File: src/rtl/effect_sequencer.sv
`default_nettype none
// ============================================================================
//  Module   : effect_sequencer
//  Purpose  : Steps through a small program of 4-bit effect opcodes and drives
//             the color, sound (valid/ready), wave/jaw pulse and fog outputs.
//             Each effect is held for DWELL cycles.
//  Revision : 1.0  initial release
// ============================================================================
module effect_sequencer #(
  parameter int DEPTH = 4,
  parameter int AW    = 2,
  parameter int DWELL = 4,
  parameter int CW    = 8
) (
  input  logic          clk,
  input  logic          rst,
  input  logic          start,
  input  logic          stop,
  input  logic          prog_we,
  input  logic [AW-1:0] prog_addr,
  input  logic [3:0]    prog_data,
  output logic          snd_valid,
  output logic [1:0]    snd_code,
  input  logic          snd_ready,
  output logic [1:0]    color,
  output logic          wave,
  output logic          jaw,
  output logic          fog_on,
  output logic          busy,
  output logic [AW-1:0] pc
);

  localparam logic [2:0] S_IDLE     = 3'd0;
  localparam logic [2:0] S_FETCH    = 3'd1;
  localparam logic [2:0] S_EXEC     = 3'd2;
  localparam logic [2:0] S_WAIT_SND = 3'd3;
  localparam logic [2:0] S_DWELL    = 3'd4;

  localparam logic [CW-1:0] C_DWELL = CW'(DWELL);
  localparam logic [CW-1:0] C_ONE   = CW'(1);

  logic [2:0]    state_q, state_d;
  logic [3:0]    mem_q [DEPTH];
  logic [3:0]    op_q, op_d;
  logic [AW-1:0] pc_q, pc_d;
  logic [CW-1:0] cnt_q, cnt_d;
  logic          stop_pend_q, stop_pend_d;
  logic [1:0]    color_q, color_d;
  logic          snd_valid_q, snd_valid_d;
  logic [1:0]    snd_code_q, snd_code_d;
  logic          wave_q, wave_d;
  logic          jaw_q, jaw_d;
  logic          fog_q, fog_d;

  // A stop arriving in the same cycle as a halt point still counts.
  logic w_stop;
  logic w_dwell_last;
  logic w_reset_op;
  logic w_sound_op;

  assign w_stop       = stop_pend_q | stop;
  assign w_dwell_last = (cnt_q == C_ONE);
  assign w_reset_op   = (op_q == 4'b0001);
  assign w_sound_op   = (op_q[3:2] == 2'b10) && (op_q[1:0] != 2'b11);

  // Program store: writable only while idle, never cleared by reset.
  always_ff @(posedge clk) begin
    if (state_q == S_IDLE && prog_we) begin
      mem_q[prog_addr] <= prog_data;
    end
  end

  // FSM state register.
  always_ff @(posedge clk or posedge rst) begin
    if (rst) state_q <= S_IDLE;
    else     state_q <= state_d;
  end

  // FSM next-state logic.
  always_comb begin
    state_d = state_q;
    case (state_q)
      S_IDLE:     if (start) state_d = S_FETCH;
      S_FETCH:    state_d = S_EXEC;
      S_EXEC: begin
        if (w_reset_op)      state_d = w_stop ? S_IDLE : S_FETCH;
        else if (w_sound_op) state_d = S_WAIT_SND;
        else                 state_d = S_DWELL;
      end
      S_WAIT_SND: if (snd_valid_q && snd_ready) state_d = S_DWELL;
      S_DWELL:    if (w_dwell_last) state_d = w_stop ? S_IDLE : S_FETCH;
      default:    state_d = S_IDLE;
    endcase
  end

  // FSM outputs derived directly from state.
  always_comb begin
    busy = (state_q != S_IDLE);
  end

  // Datapath next values: opcode latch, pc, dwell counter and actuator regs.
  always_comb begin
    op_d        = op_q;
    pc_d        = pc_q;
    cnt_d       = cnt_q;
    stop_pend_d = stop_pend_q;
    color_d     = color_q;
    snd_valid_d = snd_valid_q;
    snd_code_d  = snd_code_q;
    wave_d      = 1'b0;
    jaw_d       = 1'b0;
    fog_d       = fog_q;
    if (state_q != S_IDLE && stop) stop_pend_d = 1'b1;
    case (state_q)
      S_FETCH: op_d = mem_q[pc_q];
      S_EXEC: begin
        cnt_d = C_DWELL;
        case (op_q[3:2])
          2'b00: begin
            if (op_q[1:0] == 2'b01) begin
              pc_d    = '0;
              color_d = 2'b00;
              fog_d   = 1'b0;
              if (w_stop) stop_pend_d = 1'b0;
            end
          end
          2'b01: color_d = (op_q[1:0] == 2'b11) ? 2'b00 : op_q[1:0] + 2'b01;
          2'b10: begin
            if (op_q[1:0] != 2'b11) begin
              snd_valid_d = 1'b1;
              snd_code_d  = op_q[1:0];
            end
          end
          default: begin
            case (op_q[1:0])
              2'b00:   wave_d = 1'b1;
              2'b01:   jaw_d  = 1'b1;
              2'b10:   fog_d  = 1'b1;
              default: ;
            endcase
          end
        endcase
      end
      S_WAIT_SND: begin
        cnt_d = C_DWELL;
        if (snd_ready) snd_valid_d = 1'b0;
      end
      S_DWELL: begin
        cnt_d = cnt_q - C_ONE;
        if (w_dwell_last) begin
          pc_d  = pc_q + AW'(1);
          fog_d = 1'b0;
          if (w_stop) stop_pend_d = 1'b0;
        end
      end
      default: ;
    endcase
  end

  // Datapath registers with asynchronous reset.
  always_ff @(posedge clk or posedge rst) begin
    if (rst) begin
      op_q        <= 4'b0000;
      pc_q        <= '0;
      cnt_q       <= '0;
      stop_pend_q <= 1'b0;
      color_q     <= 2'b00;
      snd_valid_q <= 1'b0;
      snd_code_q  <= 2'b00;
      wave_q      <= 1'b0;
      jaw_q       <= 1'b0;
      fog_q       <= 1'b0;
    end else begin
      op_q        <= op_d;
      pc_q        <= pc_d;
      cnt_q       <= cnt_d;
      stop_pend_q <= stop_pend_d;
      color_q     <= color_d;
      snd_valid_q <= snd_valid_d;
      snd_code_q  <= snd_code_d;
      wave_q      <= wave_d;
      jaw_q       <= jaw_d;
      fog_q       <= fog_d;
    end
  end

  assign snd_valid = snd_valid_q;
  assign snd_code  = snd_code_q;
  assign color     = color_q;
  assign wave      = wave_q;
  assign jaw       = jaw_q;
  assign fog_on    = fog_q;
  assign pc        = pc_q;

endmodule
`default_nettype wire

File: config.mk
export PLATFORM = sky130hd
export DESIGN_NAME = effect_sequencer
export DESIGN_NICKNAME = d
export VERILOG_FILES = /design/src/rtl/effect_sequencer.sv
export SDC_FILE = /design/constraint.sdc
export NUM_CORES = 1
export LEC_CHECK = 0
export BUFFER_PORTS_ARGS = -buffer_cell sky130_fd_sc_hd__buf_2
export CORE_MARGIN = 8
export CORE_UTILIZATION = 62
export CTS_BUF_LIST = sky130_fd_sc_hd__clkbuf_4 sky130_fd_sc_hd__clkbuf_8 sky130_fd_sc_hd__clkbuf_16
export CTS_CLUSTER_DIAMETER = 200
export DETAILED_ROUTE_END_ITERATION = 7
export GPL_TIMING_DRIVEN = 0
export PLACE_DENSITY = 0.86
export SYNTH_ARGS = -nofsm -noshare
export SYNTH_HDL_FRONTEND = slang
export SYNTH_SLANG_ARGS = --single-unit
export TNS_END_PERCENT = 10
File: constraint.sdc
create_clock -name clk -period 6.1 [get_ports clk]
set_clock_uncertainty 0.2 [all_clocks]
set_input_delay 0.61 -clock clk [delete_from_list [all_inputs] [get_ports clk]]
set_output_delay 0.61 -clock clk [all_outputs]
set_load 0.005 [all_outputs]
==> results of run 1 <==
[layout make-up]
| type | count | area (µm²) |
|---|---|---|
| Sequential cell | 42 | 1131 |
| Fill cell | 268 | 974.7 |
| Multi-Input combinational cell | 117 | 862.1 |
| Timing Repair Buffer | 22 | 110.1 |
| Tap cell | 46 | 57.56 |
| Clock buffer | 6 | 51.30 |
| Inverter | 9 | 33.78 |
| Buffer | 6 | 25.02 |
| Clock inverter | 2 | 12.51 |
[final timing paths]
check / endpoint / cells after the start / start / slack (ps)
min in group clk: mem_q[0][1]$_DFFE_PP_ / 1 / prog_data[1] / 270
max in group asynchronous: jaw$_DFF_PP0_ / 2 / rst / 4840
worst max register to register: mem_q[1][1]$_DFFE_PP_ / 4 / state_q[1]$_DFFE_PP0P_ / 3520
worst min register to register: snd_code[0]$_DFFE_PP0P_ / 2 / snd_code[0]$_DFFE_PP0P_ / 290
worst min-delay path: cnt_q[4]$_DFFE_PP0P_ / 2 / rst / 260
worst max-delay path: busy / 4 / state_q[1]$_DFFE_PP0P_ / 3440
[power breakdown]
part           internal, mW  switching (mW)  total [mW]
logic                 0.164           0.218       0.382
clock network        0.0555          0.0893       0.145
registers             0.364          0.0627       0.426
[synthesized netlist by cell type]
cell and count:
a21oi_1 4, a22o_1 1, a31oi_1 4, a32o_1 1
a32oi_1 1, a41o_1 1, and2_1 1, and3_1 2
and4_1 1, buf_2 2, clkbuf_1 4, dfrtp_1 26
edfxtp_1 16, ha_1 10, inv_1 9, mux2_2 1
mux2i_1 3, mux4_2 4, nand2_1 23, nand2b_1 4
nand3_1 3, nand4_1 1, nor2_1 3, nor2b_1 5
nor3_1 5, nor3b_1 4, nor3b_2 2, nor3b_4 1
nor4_1 1, nor4_4 1, o211ai_1 2, o21a_1 1
o21ai_0 16, o21bai_1 1, o22a_1 1, o311ai_0 1
o31a_1 1, o31ai_1 2, o41ai_1 1, or3_1 1
or3b_1 1, or4b_1 1, xor2_1 1
[metrics by stage]
step,std cells,util [%]
global route,250,70.08
finish,250,70.08
detailed placement,242,68.13
global placement,242,68.13
floorplan,174,-
CTS,250,70.08
[critical path, stage by stage, from the launching register on]
cell      delay (ps)
dfrtp_1          490
clkbuf_1         270
nor3_1           460
inv_1            130
buf_2            160
[logic make-up after synthesis]
group                      Yosys count  share of synthesized area [%]
buffers and inverters               15                          2.866
DFF                                 42                          55.12
AOI/OAI and AO/OA                   38                          11.83
xor gates and xnor gates             1                         0.4269
adders and majority gates           10                          6.098
and+or+nand+nor                     60                          17.26
muxes                                8                          6.403
[layer usage]
layer | GRT usage [%] | vias up | routed length (µm)
li1 | - | 699 | -
met1 | 18.10 | 685 | 1633
met5 | 0 | - | 0
met2 | 28.44 | 31 | 1965
met3 | 4.093 | 6 | 174
met4 | 7.095 | 0 | 67
[registers in the layout (all words and copies together), names as in the netlist]
name / flops
cnt_q: 8
snd_valid: 1
pc: 2
stop_pend_q: 1
state_q: 3
snd_code: 2
fog_on: 1
jaw: 1
wave: 1
mem_q: 16
op_q: 4
color: 2
==> flow_metrics.env, run 1 <==
export IMPL_status="finished, final reports clean"
export IMPL_hpwl_mm=2.937
export IMPL_io_pins=23
export IMPL_setup_viol=0
export IMPL_endpoint_kind="output pin"
export IMPL_final_max_slew_violation_count=0
export IMPL_antenna_left=0
export IMPL_clk_latency_ps=350
export IMPL_tightestPinTransition_ps=972.3
export IMPL_cts_clk_slew_worst_paths_ps=130
export IMPL_yosysWarnings=0
export IMPL_tns_ps=0
export IMPL_postPlaceCellArea_mm2=0.002220
export IMPL_synth_fp_nets=196
export IMPL_antenna_cells=0
export IMPL_finalHoldViolCount=0
export IMPL_dieArea_mm2=0.005407
export IMPL_clock_sinks=42
export IMPL_cts_made_buffers=5
export IMPL_worst_hold_slack_ps=261.5
export IMPL_finalNetCount=225
export IMPL_via_count=1421
export IMPL_synth_seq_cells=42
export IMPL_layout_commonest_cell="dfrtp_1"
export IMPL_wl_per_cell_um=15.36
export IMPL_drtPass1Iterations=4
export IMPL_hp_class="in -> async"
export IMPL_fin_crit_ps=2656
export IMPL_clockBufferDepth=2
export IMPL_maxCapViolations=0
export IMPL_cts_root_buffer="clkbuf_4"
export IMPL_syn_area_mm2=0.002052
export IMPL_grt_ovfl_total=0
export IMPL_syn_inst=174
export IMPL_postCtsResizedCells=0
export IMPL_cp_required_ps=5290
export IMPL_path_max_fanout=10
export IMPL_grt_max_degree=27
export IMPL_route_detailed_drc=0
export IMPL_fp_dieH_um=73.53
export IMPL_timing_final_ws_setup_ps=3444
export IMPL_cts_tree="built"
export IMPL_grt_pass1_vias=1478
export IMPL_syn_to_final_growth_pct=11.28
export IMPL_path_class="reg -> out"
export IMPL_critPathArrivalTime_ps=1850
export IMPL_place_ws_ps=3537
export IMPL_gp_routability_congestion=0.8010
export IMPL_start_util_pct=62.98
export IMPL_synth_top_area_share_pct=31.71
export IMPL_max_slew_margin_rel_pct=35.11
export IMPL_std_cell_rows=21
export IMPL_p_per_area_mw_per_mm2=417.5
export IMPL_yosysSeqAreaShare_pct=55.12
export IMPL_drt_iter0_drc=84
export IMPL_grt_pass1_wl_mm=6.699
export IMPL_period_share_pct=43.55
export IMPL_hold_buffers=0
export IMPL_synth_top_area_cell="dfrtp_1"
export IMPL_fin_area_mm2=0.002283
export IMPL_postSynthAreaPerCell_um2=11.79
export IMPL_antenna_found_initial=0
export IMPL_post_cts_buffers=0
export IMPL_fmax_mhz=376.5
export IMPL_port_buffer_count=22
export IMPL_rsz0062_at_grt="false"
export IMPL_layout_common_cells="26 x dfrtp_1, 24 x buf_2, 23 x nand2_1, 16 x o21ai_0, 16 x edfxtp_1"
export IMPL_cts_htree_levels=2
export IMPL_layout_drive_gt1_share_pct=20.10
export IMPL_core_mm2=0.003258
export IMPL_grt_util_all_layers_pct=16.27
export IMPL_start_kind="register"
export IMPL_die_w_um=73.53
export IMPL_ys_types=43
export IMPL_routed_wl_mm=3.841
export IMPL_p_total_mw=0.9534
export IMPL_ys_top_cells_by_area="dfrtp_1 32%, edfxtp_1 23%, ha_1 6.1%"
export IMPL_peakVddDrop_v=0.0002456
export IMPL_p_leak_nw=0.9491
export IMPL_routed_via_density=5.684
Note: power is estimated with default switching activity, not from simulation.
==> run 2, diff against run 1 <==
ABC_AREA = 1   (was unset)
CORE_UTILIZATION = 57   (was 62)
PLACE_DENSITY = 0.8   (was 0.86)
clock period = 2.7 ns   (was 6.1 ns; I/O delays follow)
==> run 2 against run 1 <==
Via count increased by 12%. Critical path depth decreased by 1. Non-clock buffer count increased by 4. Combinational power increased by 120%. Setup slack got worse by 2700 ps. Sequential share of layout area decreased by 1.3 points. Routed wire length decreased by 0.73%. Worst hold slack got worse by 210 ps. Critical endpoint is now mem_q[3][3]$_DFFE_PP_. Register-to-register slack got worse by 2800 ps. Clock power increased to 2.7 times the previous value. Global-route usage decreased by 1.3 points.
==> flow_metrics.env, run 2 <==
export IMPL_path_max_fanout=6
export IMPL_syn_to_final_growth_pct=15.52
export IMPL_synth_most_common_cell="nand2_1"
export IMPL_max_slew_margin_rel_pct=37.01
export IMPL_dieArea_mm2=0.005731
export IMPL_wl_per_cell_um=12.30
export IMPL_tns_ps=0
export IMPL_hpwl_mm=2.840
export IMPL_synthSimpleGateAreaFrac_pct=22.84
export IMPL_muxShareOfSynthArea_pct=0
export IMPL_largestRegisters="mem_q: 16 flops, cnt_q: 8 flops, op_q: 4 flops"
export IMPL_fin_area_mm2=0.002347
export IMPL_status="finished, final reports clean"
export IMPL_synth_top_area_share_pct=32.02
export IMPL_fp_dieH_um=75.71
export IMPL_grt_util_all_layers_pct=14.99
export IMPL_setup_viol=0
export IMPL_dp_cells=295
export IMPL_start_util_pct=59.95
export IMPL_std_cell_rows=21
export IMPL_routed_wl_mm=3.813
export IMPL_via_count=1595
export IMPL_synth_seq_cells=42
export IMPL_cts_made_buffers=5
export IMPL_tightestPinTransition_ps=943.7
export IMPL_clk_latency_ps=350
export IMPL_met1_length_mm=1.736
export IMPL_drt_iter0_drc=138
export IMPL_synth_top_area_cell="dfrtp_1"
export IMPL_post_cts_buffers=0
export IMPL_grt_ovfl_total=0
export IMPL_clockBufferDepth=2
export IMPL_yosysSeqAreaShare_pct=55.67
export IMPL_hp_class="in -> reg"
export IMPL_route_met3_wl_um=258
export IMPL_synth_fp_nets=249
export IMPL_cts_htree_levels=2
export IMPL_io_pins=23
export IMPL_cts_tree="built"
export IMPL_route_met2_wl_mm=1.752
export IMPL_cp_required_ps=2500
export IMPL_final_max_slew_violation_count=0
export IMPL_path_class="reg -> reg"
export IMPL_antenna_cells=0
export IMPL_antenna_found_initial=0
export IMPL_postPlaceCellArea_mm2=0.002200
export IMPL_final_cells=310
export IMPL_layout_drive_gt1_share_pct=15.15
export IMPL_synth_top_family_by_area="simple AND/OR/NAND/NOR gates"
export IMPL_cts_root_buffer="clkbuf_4"
export IMPL_core_mm2=0.003390
export IMPL_ys_types=24
export IMPL_clock_sinks=42
export IMPL_maxCapViolations=0
export IMPL_synth_compound_gate_area_share_pct=9.298
export IMPL_finalNetCount=285
export IMPL_utilization_pct=69.25
export IMPL_port_buffer_count=22
export IMPL_ys_top_cells_by_area="dfrtp_1 32%, edfxtp_1 24%, nand2_1 9.6%"
export IMPL_cts_clk_slew_worst_paths_ps=120
export IMPL_endpoint_kind="register"
export IMPL_layout_commonest_cell="nand2_1"
export IMPL_synth_edff_count=16
export IMPL_yosysWarnings=0
export IMPL_route_detailed_drc=0
export IMPL_largest_reg_flops=16
export IMPL_p_leak_nw=1.110
export IMPL_gp_routability_congestion=0.8386
export IMPL_synth_adder_area_share_pct=6.158
export IMPL_layout_common_cells="52 x nand2_1, 31 x nor2_1, 26 x dfrtp_1, 23 x buf_2, 23 x o21ai_0"
export IMPL_p_per_area_mw_per_mm2=935.1
export IMPL_ys_async_sr_fraction_pct=61.90
export IMPL_peakVddDrop_v=0.0004159
export IMPL_syn_inst=227
export IMPL_fmax_mhz=513.2
export IMPL_grt_max_degree=27
export IMPL_fin_crit_ps=1948
export IMPL_grt_pass1_vias=1488
export IMPL_die_w_um=75.71
export IMPL_finalHoldViolCount=0
export IMPL_postSynthAreaPerCell_um2=8.951
export IMPL_syn_area_mm2=0.002032
export IMPL_synth_xor_area_share_pct=0.4310
export IMPL_top_register="mem_q"
export IMPL_grt_pass1_wl_mm=6.389
export IMPL_antenna_left=0
export IMPL_critPathArrivalTime_ps=1750
export IMPL_start_kind="register"
export IMPL_synthTopCellsByCount="52 x nand2_1, 31 x nor2_1, 26 x dfrtp_1"
export IMPL_drtPass1Iterations=4
export IMPL_ys_flop_type="dfrtp_1"
export IMPL_rsz0062_at_grt="false"
export IMPL_routed_via_density=5.145
export IMPL_dr_max_layer_used="met4"
export IMPL_period_share_pct=72.16
==> run 2: cells by family after synthesis <==
kind of cell	after synthesis
AOI/OAI and AO/OA	37
DFF	42
adders and majority gates	10
xor gates and xnor gates	1
and+or+nand+nor	109
buffers and inverters	28
==> run 2: critical path: stages, from the launching register on <==
cell and delay [ps]:
dfrtp_1 500, nor2_4 170, nand3_1 200, nor3_1 540
==> run 2: path summary, 6_finish.rpt <==
path	startpoint	cells past startpoint	slack, ps	end
max	state_q[1]$_DFFE_PP0P_	3	750	mem_q[3][3]$_DFFE_PP_
min	start	3	50	state_q[2]$_DFFE_PP0P_
max reg2reg	state_q[1]$_DFFE_PP0P_	3	750	mem_q[3][3]$_DFFE_PP_
min reg2reg	snd_code[1]$_DFFE_PP0P_	2	300	snd_code[1]$_DFFE_PP0P_
max in group asynchronous	rst	3	1260	color[1]$_DFFE_PP0P_
min in group asynchronous	rst	3	450	cnt_q[7]$_DFFE_PP0P_
==> run 2: cell type report <==
class	instances	area, µm²
Sequential cell	42	1131
Fill cell	273	1042
Multi-Input combinational cell	157	787.0
Timing Repair Buffer	29	180.2
Inverter	25	93.84
Tap cell	46	57.56
Clock inverter	3	40.04
Clock buffer	5	37.54
Buffer	3	20.02
==> run 2: timing repair <==
action / in CTS / in global routing
hold buffers: 7 / 0
resized for setup: 0 / 0
endpoints found under the hold margin: 44 / 0
==> run 2: metal layers <==
| metal | up-vias | track usage [%] |
|---|---|---|
| met3 | 7 | 4.605 |
| li1 | 819 | - |
| met2 | 43 | 24.83 |
| met1 | 726 | 17.80 |
| met5 | - | 0 |
| met4 | 0 | 5.757 |
==> run 2: through the flow <==
stage	hold WS (ps)	power (mW)	setup WS (ps)
floorplan	110.0	1.568	1099
global placement	254.7	1.770	806.8
detailed placement	275.1	1.803	723.8
CTS	35.33	2.203	722.4
global route	46.44	2.379	598.0
finish	49.35	2.195	751.6
==> run 2: power breakdown <==
part / internal [mW] / switching, mW
clock: 0.192 / 0.200
sequential: 0.822 / 0.122
combinational: 0.312 / 0.547
total: 1.33 / 0.869
